**src/rtl/alu_rr_scheduler_pkg.sv**
```systemverilog
// alu_sched_pkg: shared constants and types for the round-robin ALU scheduler.
// Holds ALU opcode encodings, scheduler FSM states and the datapath width.
package alu_sched_pkg;

    localparam int unsigned DATA_W = 16;

    localparam logic [3:0] OP_ADD = 4'b0000;
    localparam logic [3:0] OP_SUB = 4'b0001;
    localparam logic [3:0] OP_AND = 4'b0010;
    localparam logic [3:0] OP_OR  = 4'b0011;
    localparam logic [3:0] OP_XOR = 4'b0100;

    typedef enum logic [1:0] {
        ST_RUN    = 2'd0,
        ST_DRAIN  = 2'd1,
        ST_HALTED = 2'd2
    } sched_state_e;

endpackage

```
**src/rtl/alu_rr_scheduler_rr_arbiter.sv**
```systemverilog
// rr_arbiter: N-way round-robin grant with a rotating priority pointer.
// The grant is combinational (one-hot or zero); the pointer moves past the
// granted requester whenever a grant is issued and holds otherwise.
module rr_arbiter #(
    parameter int unsigned N_REQ = 4,
    parameter int unsigned ID_W  = 2
) (
    input  logic             clk_i,
    input  logic             rst_ni,
    input  logic             en_i,
    input  logic [N_REQ-1:0] req_i,
    output logic [N_REQ-1:0] gnt_o,
    output logic [ID_W-1:0]  gnt_id_o,
    output logic             gnt_any_o
);

    logic [ID_W-1:0] ptr_q, ptr_d;
    logic [ID_W:0]   sum;
    logic [ID_W-1:0] idx;

    // Search upward from the pointer (mod N_REQ) for the first valid requester.
    always_comb begin
        gnt_o     = '0;
        gnt_id_o  = '0;
        gnt_any_o = 1'b0;
        sum       = '0;
        idx       = '0;
        for (int unsigned k = 0; k < N_REQ; k++) begin
            sum = {1'b0, ptr_q} + (ID_W+1)'(k);
            if (sum >= (ID_W+1)'(N_REQ)) begin
                sum = sum - (ID_W+1)'(N_REQ);
            end
            idx = sum[ID_W-1:0];
            if (en_i && !gnt_any_o && req_i[idx]) begin
                gnt_o[idx] = 1'b1;
                gnt_id_o   = idx;
                gnt_any_o  = 1'b1;
            end
        end
    end

    // Next pointer: one past the winner, wrapping at N_REQ-1.
    always_comb begin
        ptr_d = ptr_q;
        if (gnt_any_o) begin
            ptr_d = (gnt_id_o == ID_W'(N_REQ - 1)) ? '0 : gnt_id_o + 1'b1;
        end
    end

    // Pointer register with synchronous active-low reset.
    always_ff @(posedge clk_i) begin
        if (!rst_ni) begin
            ptr_q <= '0;
        end else begin
            ptr_q <= ptr_d;
        end
    end

endmodule

```
**src/rtl/alu_rr_scheduler.sv**
```systemverilog
// alu_rr_scheduler: shares one fixed-latency pipelined ALU between N_REQ
// requesters. Round-robin issue, ID tag pipe aligned to the ALU latency,
// registered response, and a RUN/DRAIN/HALTED quiesce sequence.
// Optional: `define ALU_RR_SCHED_STATS_EN adds stat_issued/stat_stall counters.
module alu_rr_scheduler
    import alu_sched_pkg::*;
#(
    parameter int unsigned N_REQ   = 4,
    parameter int unsigned ID_W    = 2,
    parameter int unsigned ALU_LAT = 2
) (
    input  logic                    clk,
    input  logic                    reset,
    input  logic [N_REQ-1:0]        req_valid,
    input  logic [DATA_W*N_REQ-1:0] req_a,
    input  logic [DATA_W*N_REQ-1:0] req_b,
    input  logic [4*N_REQ-1:0]      req_op,
    output logic [N_REQ-1:0]        req_ready,
    output logic [DATA_W-1:0]       alu_a,
    output logic [DATA_W-1:0]       alu_b,
    output logic [3:0]              alu_op,
    input  logic [DATA_W-1:0]       alu_result,
    input  logic                    drain_req,
    output logic                    halted,
`ifdef ALU_RR_SCHED_STATS_EN
    output logic [31:0]             stat_issued,
    output logic [31:0]             stat_stall,
`endif
    output logic                    rsp_valid,
    output logic [ID_W-1:0]         rsp_id,
    output logic [DATA_W-1:0]       rsp_result
);

    sched_state_e state_q, state_d;
    logic         arb_en;

    logic [N_REQ-1:0] gnt;
    logic [ID_W-1:0]  gnt_id;
    logic             xfer;

    logic [DATA_W-1:0] a_d, b_d, alu_a_q, alu_b_q;
    logic [3:0]        op_d, alu_op_q;

    logic [ALU_LAT:0]           tag_vld_q, tag_vld_d;
    logic [ALU_LAT:0][ID_W-1:0] tag_id_q, tag_id_d;

    logic              rsp_valid_q;
    logic [ID_W-1:0]   rsp_id_q;
    logic [DATA_W-1:0] rsp_result_q;

    rr_arbiter #(
        .N_REQ (N_REQ),
        .ID_W  (ID_W)
    ) u_arb (
        .clk_i     (clk),
        .rst_ni    (reset),
        .en_i      (arb_en),
        .req_i     (req_valid),
        .gnt_o     (gnt),
        .gnt_id_o  (gnt_id),
        .gnt_any_o (xfer)
    );

    assign req_ready = gnt;

    // FSM next state; grants only in RUN and masked the cycle drain_req is seen.
    always_comb begin
        state_d = state_q;
        arb_en  = 1'b0;
        halted  = 1'b0;
        unique case (state_q)
            ST_RUN: begin
                arb_en = !drain_req;
                if (drain_req) state_d = ST_DRAIN;
            end
            ST_DRAIN: begin
                if (!(|tag_vld_q)) state_d = ST_HALTED;
            end
            ST_HALTED: begin
                halted = 1'b1;
                if (!drain_req) state_d = ST_RUN;
            end
            default: state_d = ST_RUN;
        endcase
    end

    // Operand mux: OR of one-hot-selected lanes, so no grant yields an all-zero ADD bubble.
    always_comb begin
        a_d  = '0;
        b_d  = '0;
        op_d = '0;
        for (int unsigned i = 0; i < N_REQ; i++) begin
            if (gnt[i]) begin
                a_d  = a_d  | req_a[DATA_W*i +: DATA_W];
                b_d  = b_d  | req_b[DATA_W*i +: DATA_W];
                op_d = op_d | req_op[4*i +: 4];
            end
        end
    end

    // Tag pipe shift: stage 0 loads alongside the ALU input register.
    always_comb begin
        tag_vld_d = {tag_vld_q[ALU_LAT-1:0], xfer};
        tag_id_d  = {tag_id_q[ALU_LAT-1:0], gnt_id};
    end

    // State, ALU input, tag pipe and response registers.
    always_ff @(posedge clk) begin
        if (!reset) begin
            state_q      <= ST_RUN;
            alu_a_q      <= '0;
            alu_b_q      <= '0;
            alu_op_q     <= '0;
            tag_vld_q    <= '0;
            tag_id_q     <= '0;
            rsp_valid_q  <= 1'b0;
            rsp_id_q     <= '0;
            rsp_result_q <= '0;
        end else begin
            state_q     <= state_d;
            alu_a_q     <= a_d;
            alu_b_q     <= b_d;
            alu_op_q    <= op_d;
            tag_vld_q   <= tag_vld_d;
            tag_id_q    <= tag_id_d;
            rsp_valid_q <= tag_vld_q[ALU_LAT];
            if (tag_vld_q[ALU_LAT]) begin
                rsp_id_q     <= tag_id_q[ALU_LAT];
                rsp_result_q <= alu_result;
            end
        end
    end

    assign alu_a      = alu_a_q;
    assign alu_b      = alu_b_q;
    assign alu_op     = alu_op_q;
    assign rsp_valid  = rsp_valid_q;
    assign rsp_id     = rsp_id_q;
    assign rsp_result = rsp_result_q;

`ifdef ALU_RR_SCHED_STATS_EN
    logic [31:0] stat_issued_q, stat_stall_q;
    logic        stall;

    assign stall = (|req_valid) && !xfer;

    // Saturating transfer and stall counters.
    always_ff @(posedge clk) begin
        if (!reset) begin
            stat_issued_q <= '0;
            stat_stall_q  <= '0;
        end else begin
            if (xfer && !(&stat_issued_q)) stat_issued_q <= stat_issued_q + 32'd1;
            if (stall && !(&stat_stall_q)) stat_stall_q <= stat_stall_q + 32'd1;
        end
    end

    assign stat_issued = stat_issued_q;
    assign stat_stall  = stat_stall_q;
`endif

endmodule

```
**config.mk**
```make
export PLATFORM = sky130hd
export DESIGN_NAME = alu_rr_scheduler
export DESIGN_NICKNAME = d
export VERILOG_FILES = /design/src/rtl/alu_rr_scheduler_pkg.sv /design/src/rtl/alu_rr_scheduler_rr_arbiter.sv /design/src/rtl/alu_rr_scheduler.sv
export SDC_FILE = /design/constraint.sdc
export NUM_CORES = 1
export LEC_CHECK = 0
export ABC_AREA = 1
export BUFFER_PORTS_ARGS = -buffer_cell sky130_fd_sc_hd__buf_2
export CAP_MARGIN = 20
export CORE_ASPECT_RATIO = 1.5
export CORE_UTILIZATION = 47
export CTS_CLUSTER_SIZE = 12
export DETAILED_ROUTE_END_ITERATION = 6
export GPL_ROUTABILITY_DRIVEN = 0
export PLACE_DENSITY = 0.87
export SLEW_MARGIN = 0
export SYNTH_ARGS = -nofsm -noshare
export SYNTH_HDL_FRONTEND = slang
export SYNTH_SLANG_ARGS = --single-unit
export TNS_END_PERCENT = 100
```
**constraint.sdc**
```tcl
create_clock -name clk -period 5.3 [get_ports clk]
set_clock_uncertainty 0.1 [all_clocks]
set_input_delay 1.06 -clock clk [delete_from_list [all_inputs] [get_ports clk]]
set_output_delay 1.06 -clock clk [all_outputs]
set_load 0.005 [all_outputs]
```
Word level (Yosys, flattened, before mapping):

Cells that the tools add are included.

* RAM bits: 0
* flip-flop bits (word level): 68
* memory bits (read-only): 0
* input port bits: 167
* latch bits: 0
* word-level logic and storage cells: 119
* memories kept: 0

* divide/modulo/power cells: 0
* shift operators: 0
* multipliers: 0
* bitwise gates (word level): 12
* equality and inequality tests: 6
* reductions and logical operators: 18
* add/subtract/negate cells: 8
* magnitude comparators: 12
* multiplexer cells: 51

Operator list (count)
* $mux 16: 8
* $or 16x16->16: 6
* $mux 4: 8
* $mux 2: 12
* $or 4x4->4: 6
* $mux 1: 14
* $lt 2x3->1 const B: 4
* $logic_and 1x1->1: 11
* $ge 3x3->1 const B: 3
* $bmux 1 s2: 4
* $demux 1 s2: 4
* $ge 2x1->1 const B: 4
* $sub 2x1->2 const B: 4
* $add 2x2->3 const B: 2
* $ne 2x2->1 const B: 3
* $pmux 2 s3: 1
* $eq 2x2->1 const B: 2
* $logic_not 1->1: 4
* $add 2x1->3 const B: 1
* $ge 2x3->1 const B: 1
* $reduce_and 3->1: 1
* $reduce_or 3->1: 1
* $add 2x1->2 const B: 1
* $eq 2x1->1 const B: 1
* $logic_not 2->1: 1

Longest topological paths before layout:

Gate-level depths: netlist of the first run.

* depth after elaboration: 25
* mapped depth: 15
* depth with buffers taken out: 14

By module:

From an unflattened synthesis of the first run, not the netlist that was laid out.

* cell total of the unflattened synthesis: 552
* area, all modules: 3534.6 µm²

Modules (own cells, without submodules)
* alu_rr_scheduler: times used 1, cells an instance 470, seq. area each 1321.3 µm², area each 3001.6 µm²
* rr_arbiter: times used 1, cells an instance 82, seq. area each 40.0 µm², area each 533.0 µm²

Least setup slack after synthesis of the first run:

Ideal clock, no wire load.

* path type: input -> output
* start: input port drain_req
* end: output port req_ready[1]
* path buffers: 1
* stages: 6
* arrival: 1.979 ns
* path slack: 2.161 ns
* path through: nor2_4 -> o21ai_0 -> nor2_4 -> nand3_2 -> nand2_4 -> buf_12

* longest elaborated chain between the ends: 16
* elaborated cells between the ends (all ways): 22
* classes of those cells: mux: 8; bitwise: 3; reduce/logical: 11

Ends and longest elaborated chain
* from (decl): RTL line alu_rr_scheduler.sv:23 `input logic drain_req,`
* $logic_not 1->1 (*)
* $mux 1 (*): RTL line alu_rr_scheduler.sv:71 `unique case (state_q)`
* $logic_and 1x1->1: RTL line alu_rr_scheduler_rr_arbiter.sv:34 `if (en_i && !gnt_any_o && req_i[idx]) begin`
* $mux 1: RTL line alu_rr_scheduler_rr_arbiter.sv:34
* $logic_not 1->1: RTL line alu_rr_scheduler_rr_arbiter.sv:34
* $logic_and 1x1->1 (2 in series): RTL line alu_rr_scheduler_rr_arbiter.sv:34
* $mux 1: RTL line alu_rr_scheduler_rr_arbiter.sv:34
* $logic_not 1->1: RTL line alu_rr_scheduler_rr_arbiter.sv:34
* $logic_and 1x1->1 (2 in series): RTL line alu_rr_scheduler_rr_arbiter.sv:34
* $mux 1: RTL line alu_rr_scheduler_rr_arbiter.sv:34
* $logic_not 1->1: RTL line alu_rr_scheduler_rr_arbiter.sv:34
* $logic_and 1x1->1 (2 in series): RTL line alu_rr_scheduler_rr_arbiter.sv:34
* $mux 4 (*): RTL line alu_rr_scheduler_rr_arbiter.sv:34
* to (decl): RTL line alu_rr_scheduler.sv:18 `output logic [N_REQ-1:0] req_ready,`

Mark *: on every way between the ends. The rest lies on a longest branch, timed or not.

Worst setup path in the final report of the first run:

* start: register u_arb.ptr_q[0]
* end: output port req_ready[1]

* longest elaborated chain between the ends: 18
* elaborated cells between the ends (all ways): 63
* classes of those cells: add/sub: 7; order compare: 12; mux: 27; bitwise: 3; reduce/logical: 14

Ends and longest elaborated chain
* from (decl): RTL line alu_rr_scheduler_rr_arbiter.sv:17 `logic [ID_W-1:0] ptr_q, ptr_d;`
* from (signal assigned): RTL line alu_rr_scheduler_rr_arbiter.sv:55 `ptr_q <= ptr_d;`
* parallel branches: the longest is 17 deep, another holds $add 2x1->3
* $mux 4 (*): RTL line alu_rr_scheduler_rr_arbiter.sv:34

Mark *: on every way between the ends. The select of a mux whose other input is x is not followed.

==> results of run 1 <==
synthesized netlist by cell type (2+ instances only):
cell type	number
nand2_1	235
nor2_1	120
dfxtp_1	68
nand2_2	22
o21ai_0	22
inv_1	17
nand3_1	12
clkbuf_1	10
ha_1	9
nand3_2	8
a21oi_1	6
buf_4	6
nand2_4	5
inv_2	4
buf_6	3
nor2_4	3
buf_12	2
clkinv_1	2
nand4_1	2
cells by family after synthesis:
kind of cell / count (synthesis) / synth area share
adder cells (fa/ha/maj): 9 / 0.03090
flip-flops: 68 / 0.3735
AND/OR/NAND/NOR: 410 / 0.4820
AO/OA/AOI/OAI: 30 / 0.04291
buffers and inverters: 45 / 0.07072
routing by layer:
metal  global-route usage  vias up
met5                    0        -
met4               0.1429        0
met3              0.05041       30
met2               0.4558      229
met1               0.2847     1891
li1                     -     2143
area by class of cell:
| class | count | area, um^2 | area share |
|---|---|---|---|
| Sequential cell | 68 | 1361 | 0.2700 |
| Antenna cell | 1 | 2.502 | 0.0004964 |
| Timing Repair Buffer | 227 | 1139 | 0.2259 |
| Inverter | 23 | 86.33 | 0.01713 |
| Multi-Input combinational cell | 449 | 2026 | 0.4018 |
| Tap cell | 102 | 127.6 | 0.02532 |
| Clock inverter | 3 | 18.77 | 0.003723 |
| Clock buffer | 13 | 280.3 | 0.05560 |
worst max path at each step:
stage	startpoint	to	slack [ns]	cells past startpoint
floorplan	drain_req	req_ready[1]	2.16	6
CTS	u_arb.ptr_q[0]	req_ready[1]	1.28	10
detailed placement	drain_req	req_ready[1]	1.56	9
global route	u_arb.ptr_q[0]	req_ready[1]	1.04	10
global placement	drain_req	req_ready[1]	1.65	7
finish	u_arb.ptr_q[0]	req_ready[1]	1.26	10
power by group through the flow:
stage               logic [mW]  clock network, mW  registers (mW)
finish                   0.966              0.578           0.700
global route              1.11              0.608           0.714
CTS                      0.965              0.588           0.700
detailed placement       0.963                  0           0.708
global placement         0.928                  0           0.704
floorplan                0.685                  0           0.716
registers in the layout, summed over array words and instances (netlist names):
signal and cells:
u_arb.ptr_q 2, alu_a 16, tag_vld_q 3, tag_id_q 2, state_q 2, tag_id_d 4, alu_b 16, rsp_valid 1
rsp_result 16, alu_op 4, rsp_id 2
through the flow:
step,hold WS (ns),util
global placement,0.2930,0.6266
CTS,0.3129,0.6662
global route,0.3536,0.6662
floorplan,0.2905,-
detailed placement,0.2993,0.6266
finish,0.3106,0.6665
worst register-to-register path: stages, from the launching register on:
cell	delay, ns
dfxtp_1	0.50
inv_1	0.24
ha_1	0.42
inv_1	0.12
nand3_1	0.14
nand2_2	0.08
nor2_4	0.19
nand2_1	0.14
o221ai_1	0.22
o21ai_0	0.21
nand2_1	0.11
ha_1	0.22
nand2_1	0.07
a21oi_1	0.05
==> metrics.cfg, run 1 <==
[synthesis]
synth_edf_count=0
synth_ff_type=dfxtp_1
async_flop_share=0
syn_nets=738
netlist_instances=562
syn_area_um2=3645
synth_cell_type_count=25
avgSynthCellArea_um2=6.485
seq_area_frac_synth=0.3735
synth_largest_area_cell=dfxtp_1
synthTopCellsByArea=dfxtp_1 37%, nand2_1 24%, nor2_1 12%
ys_seq_elements=68
synth_top_area_frac=0.3735
yosys_warnings=0

[drt]
dr.pass1.iters=7
drt-vias-per-instance=4.845
postRouteAntennaNets=0
vias=4293
wl_met3_um=860
drt_iter0_markers=274
avgRoutedWirePerCell_um=11.91
finalWirelength_um=10560
top_layer=met4
drt-met1-wl_um=4031
drc=0
met2_length_um=5389

[worst_setup_path]
path_cells=inv_2 -> ha_1 -> inv_1 -> nand3_1 -> nand3_1 -> nand3_2 -> nor2_1 -> nor2_2 -> nand2_4 -> buf_2
rr_endpoint=u_arb.ptr_q[1]
reg2reg_slack_ns=2.36
crit_top_cell=nand3_1
reg2reg_depth=13
critPathMaxStageDelay_ns=0.57
endpoint_kind=primary output
critPathKind=reg2out
cp_top_family=simple AND/OR/NAND/NOR gates
critPathBufInv=3
path_max_fanout=37
cp_slowest_cell=dfxtp_1
cp_data_arrival_time_ns=2.88
startpoint_type=register
worstPathRequired_ns=4.14
rr_startpoint=u_arb.ptr_q[1]

[power]
p_int_mw=1.368
ir_drop_mv=0.1897
leakage_nw=2.971
power_mw=2.244
powerDensity_nw_per_um2=445.1
seq_power_share=0.312
combPwrFrac=0.431
switchingPower_mw=0.8761
switching_share=0.3905
p_clk_frac=0.257

[floorplanning]
die_y_um=109.9
row_count=39
die_w_um=73.90
dieArea_um2=8118
core-area_um2=7564
ioPinCount=227
start_util=0.4819

[layout]
most-common-layout-cells=235 x nand2_1, 226 x buf_2, 120 x nor2_1
final_area_um2=5041
drive_gt1_frac=0.3678
fin_cells=886
final_common_cell=nand2_1
nNetsFinal=954
fill_cells=679
synthToLayoutAreaGrowth_pct=38.31

[timing]
fin_crit_sh=0.7623
tns_ns=0
worst_slack_ns=1.260
finalSetupViolCount=0
drv_slew=0
slew_headroom=0.6302
finalHoldViolCount=0
grt_setup_unrepaired=false
worstMarginPinSlew_ns=0.5539
max_freq_mhz=247.5
period_needed_ns=4.040

[placed_design]
dp_cells=869
numPortBuffers=226
place_area_um2=4740
hpwlAfterDp_um=8130
pre_cts_ws_ns=1.560

[hold_path]
min_to=tag_id_q[4]
hp-start=tag_id_d[4]
worstHoldPathType=reg2reg
whs_path_depth=2

[clock_network]
htreeDepth=3
numCtsBuffers=9
cts_resized=0
clkSlewWorstSetupHoldPaths_ns=0.05
clock-root-buffer=clkbuf_16
cts_sinks=68
tritoncts=yes
hold_buffers=0
post_cts_buffers=0
clockBufferDepth=2
insertion_delay_ns=0.32

[global_route]
grt_max_degree=41
grt_pass1_vias=3754
overflow=0
grtUsageTotal=0.2589
grt_pass1_wl_um=16130
grt_antenna_before_repair=0

[outcome]
run_status=finished clean

[job]
cap_violations=0

(Power assumes the default switching activity.)
==> run 2, diff against run 1 <==
--- a/config.mk
+++ b/config.mk
@@ -9,11 +9,11 @@
 export BUFFER_PORTS_ARGS = -buffer_cell sky130_fd_sc_hd__buf_2
 export CAP_MARGIN = 20
 export CORE_ASPECT_RATIO = 1.5
-export CORE_UTILIZATION = 47
+export CORE_UTILIZATION = 39
 export CTS_CLUSTER_SIZE = 12
 export DETAILED_ROUTE_END_ITERATION = 6
 export GPL_ROUTABILITY_DRIVEN = 0
-export PLACE_DENSITY = 0.87
+export PLACE_DENSITY = 0.77
 export SLEW_MARGIN = 0
 export SYNTH_ARGS = -nofsm -noshare
 export SYNTH_HDL_FRONTEND = slang
==> constraint.sdc (replaced) <==
create_clock -name clk -period 3.4 [get_ports clk]
set_clock_uncertainty 0.1 [all_clocks]
set_input_delay 0.68 -clock clk [delete_from_list [all_inputs] [get_ports clk]]
set_output_delay 0.68 -clock clk [all_outputs]
set_load 0.005 [all_outputs]
==> run 2 against run 1 <==
  * Hold slack worse by 0.0017 ns
  * Largest cell class unchanged
  * Sequential share of layout area decreased by 0.24 points
  * Largest power group unchanged
  * Global-route usage fell by 3.8 points
  * Sequential power increased by 53%
  * First-iteration DRC count is 51% lower
  * Critical endpoint is now req_ready[0]
  * Worst setup slack worse by 0.98 ns
  * Design area grew 0.89%
  * Flip-flop and latch count unchanged
==> metrics.cfg, run 2 (same netlist as run 1, synthesis figures left out) <==
[outcome]
run_status=finished clean

[drt]
avgRoutedWirePerCell_um=11.57
drt-vias-per-instance=4.559
drc=0
vias=4089
finalWirelength_um=10380
postRouteAntennaNets=0
drt_iter0_markers=135
dr.pass1.iters=4

[floorplanning]
start_util=0.4080
core-area_um2=8934
dieArea_um2=9744
ioPinCount=227
row_count=42
die_w_um=80.93
die_y_um=120.4

[layout]
antenna_cells=0
nNetsFinal=960
final_area_um2=5086
most-common-layout-cells=235 x nand2_1, 226 x buf_2, 120 x nor2_1
fin_cells=897
final_common_cell=nand2_1
drive_gt1_frac=0.3698
synthToLayoutAreaGrowth_pct=39.55

[global_route]
grtUsageTotal=0.2205
grt_pass1_wl_um=16660
gr-max-usage-layer=met2
met1_usage=0.2352
grt_pass1_vias=3816
grt_antenna_before_repair=0
met3_usage=0.05585
grt_util_met2=0.4049
grt_max_degree=37
overflow=0

[clock_network]
hold_buffers=0
clkSlewWorstSetupHoldPaths_ns=0.05
htreeDepth=3
clock-root-buffer=clkbuf_16
clockBufferDepth=2
numCtsBuffers=9
insertion_delay_ns=0.32
post_cts_buffers=0
cts_sinks=68
cts_resized=0
tritoncts=yes

[worst_setup_path]
path_max_fanout=9
cp_top_family=simple AND/OR/NAND/NOR gates
cp_data_arrival_time_ns=2.34
critPathBufInv=3
critPathMaxStageDelay_ns=0.49
worstPathRequired_ns=2.62
critPathKind=reg2out
crit_top_cell=inv_1
endpoint_kind=primary output
cp_slowest_cell=dfxtp_1
path_cells=inv_1 -> ha_1 -> inv_1 -> nand3_1 -> nand2_2 -> nor2_4 -> nor2_8 -> nand3_2 -> nand2_4 -> buf_2
startpoint_type=register

[timing]
max_freq_mhz=320.2
finalSetupViolCount=0
grt_setup_unrepaired=false
slew_headroom=0.6695
fin_crit_sh=0.9187
worstMarginPinSlew_ns=0.4957
drv_slew=0
period_needed_ns=3.124
finalHoldViolCount=0
tns_ns=0

[placed_design]
numPortBuffers=226
hpwlAfterDp_um=8011
place_area_um2=4795
dp_cells=883

[power]
switchingPower_mw=1.338
seq_power_share=0.303
p_int_mw=2.186
leakage_nw=2.995
combPwrFrac=0.436
p_clk_frac=0.260
powerDensity_nw_per_um2=692.9
switching_share=0.3797
ir_drop_mv=0.3629

[hold_path]
worstHoldPathType=reg2reg

[job]
cap_violations=0

[run 2: cell count changes in the layout (fill, tap and decap cells not counted)]
| cell | before | now |
|---|---|---|
| clkbuf_8 | 4 | 2 |
| clkbuf_1 | 0 | 1 |
| clkinv_4 | 1 | 0 |
| bufinv_16 | 0 | 1 |
| clkinv_2 | 2 | 1 |
| buf_4 | 1 | 7 |
| diode_2 | 1 | 0 |
[run 2: power groups by stage]
stage	Clock, mW	Combinational (mW)	Sequential (mW)
global route	0.970	1.77	1.09
finish	0.917	1.54	1.07
floorplan	0	1.07	1.12
detailed placement	0	1.54	1.08
global placement	0	1.54	1.08
CTS	0.934	1.55	1.07
[run 2: layer usage]
layer  up-vias  routed length (um)
li1       2152                   -
met1      1742                4078
met2       176                5317
met3        19                 771
met4         0                 208
met5         -                   0
[run 2: final timing paths]
path / startpoint / end / slack (ns) / cells after the start
hold / removal: tag_id_d[4] / tag_id_q[4] / 0.31 / 2
setup / recovery: u_arb.ptr_q[1] / req_ready[0] / 0.28 / 10
hold reg to reg: tag_id_d[4] / tag_id_q[4] / 0.31 / 2
setup reg to reg: u_arb.ptr_q[1] / alu_op[0] / 0.59 / 14
[run 2: per-stage QoR]
step | worst slack (ns) | hold slack (ns) | utilization | power (mW)
2_1_floorplan | 0.7115 | 0.2905 | - | 2.184
3_3_place_gp | 0.6959 | 0.2933 | 0.5367 | 2.617
3_5_place_dp | 0.6276 | 0.2990 | 0.5367 | 2.628
4_1_cts | 0.2796 | 0.3109 | 0.5693 | 3.556
5_1_grt | 0.03872 | 0.3228 | 0.5693 | 3.831
6_report | 0.2765 | 0.3089 | 0.5693 | 3.524
[run 2: final cells by class]
| class | count | area [um^2] |
|---|---|---|
| clock inverters | 2 | 35.03 |
| multi-input cells | 449 | 2026 |
| well taps | 110 | 137.6 |
| fillers | 912 | 3847 |
| repair buffers | 233 | 1184 |
| inverters | 23 | 86.33 |
| clock buffers | 12 | 256.5 |
| flip-flops and latches | 68 | 1361 |
[run 2: tightest hold or removal path: stages, from the launching register on]
cell,delay [ns]
dfxtp_1,0.30
nand2_1,0.04
inv_1,0.04
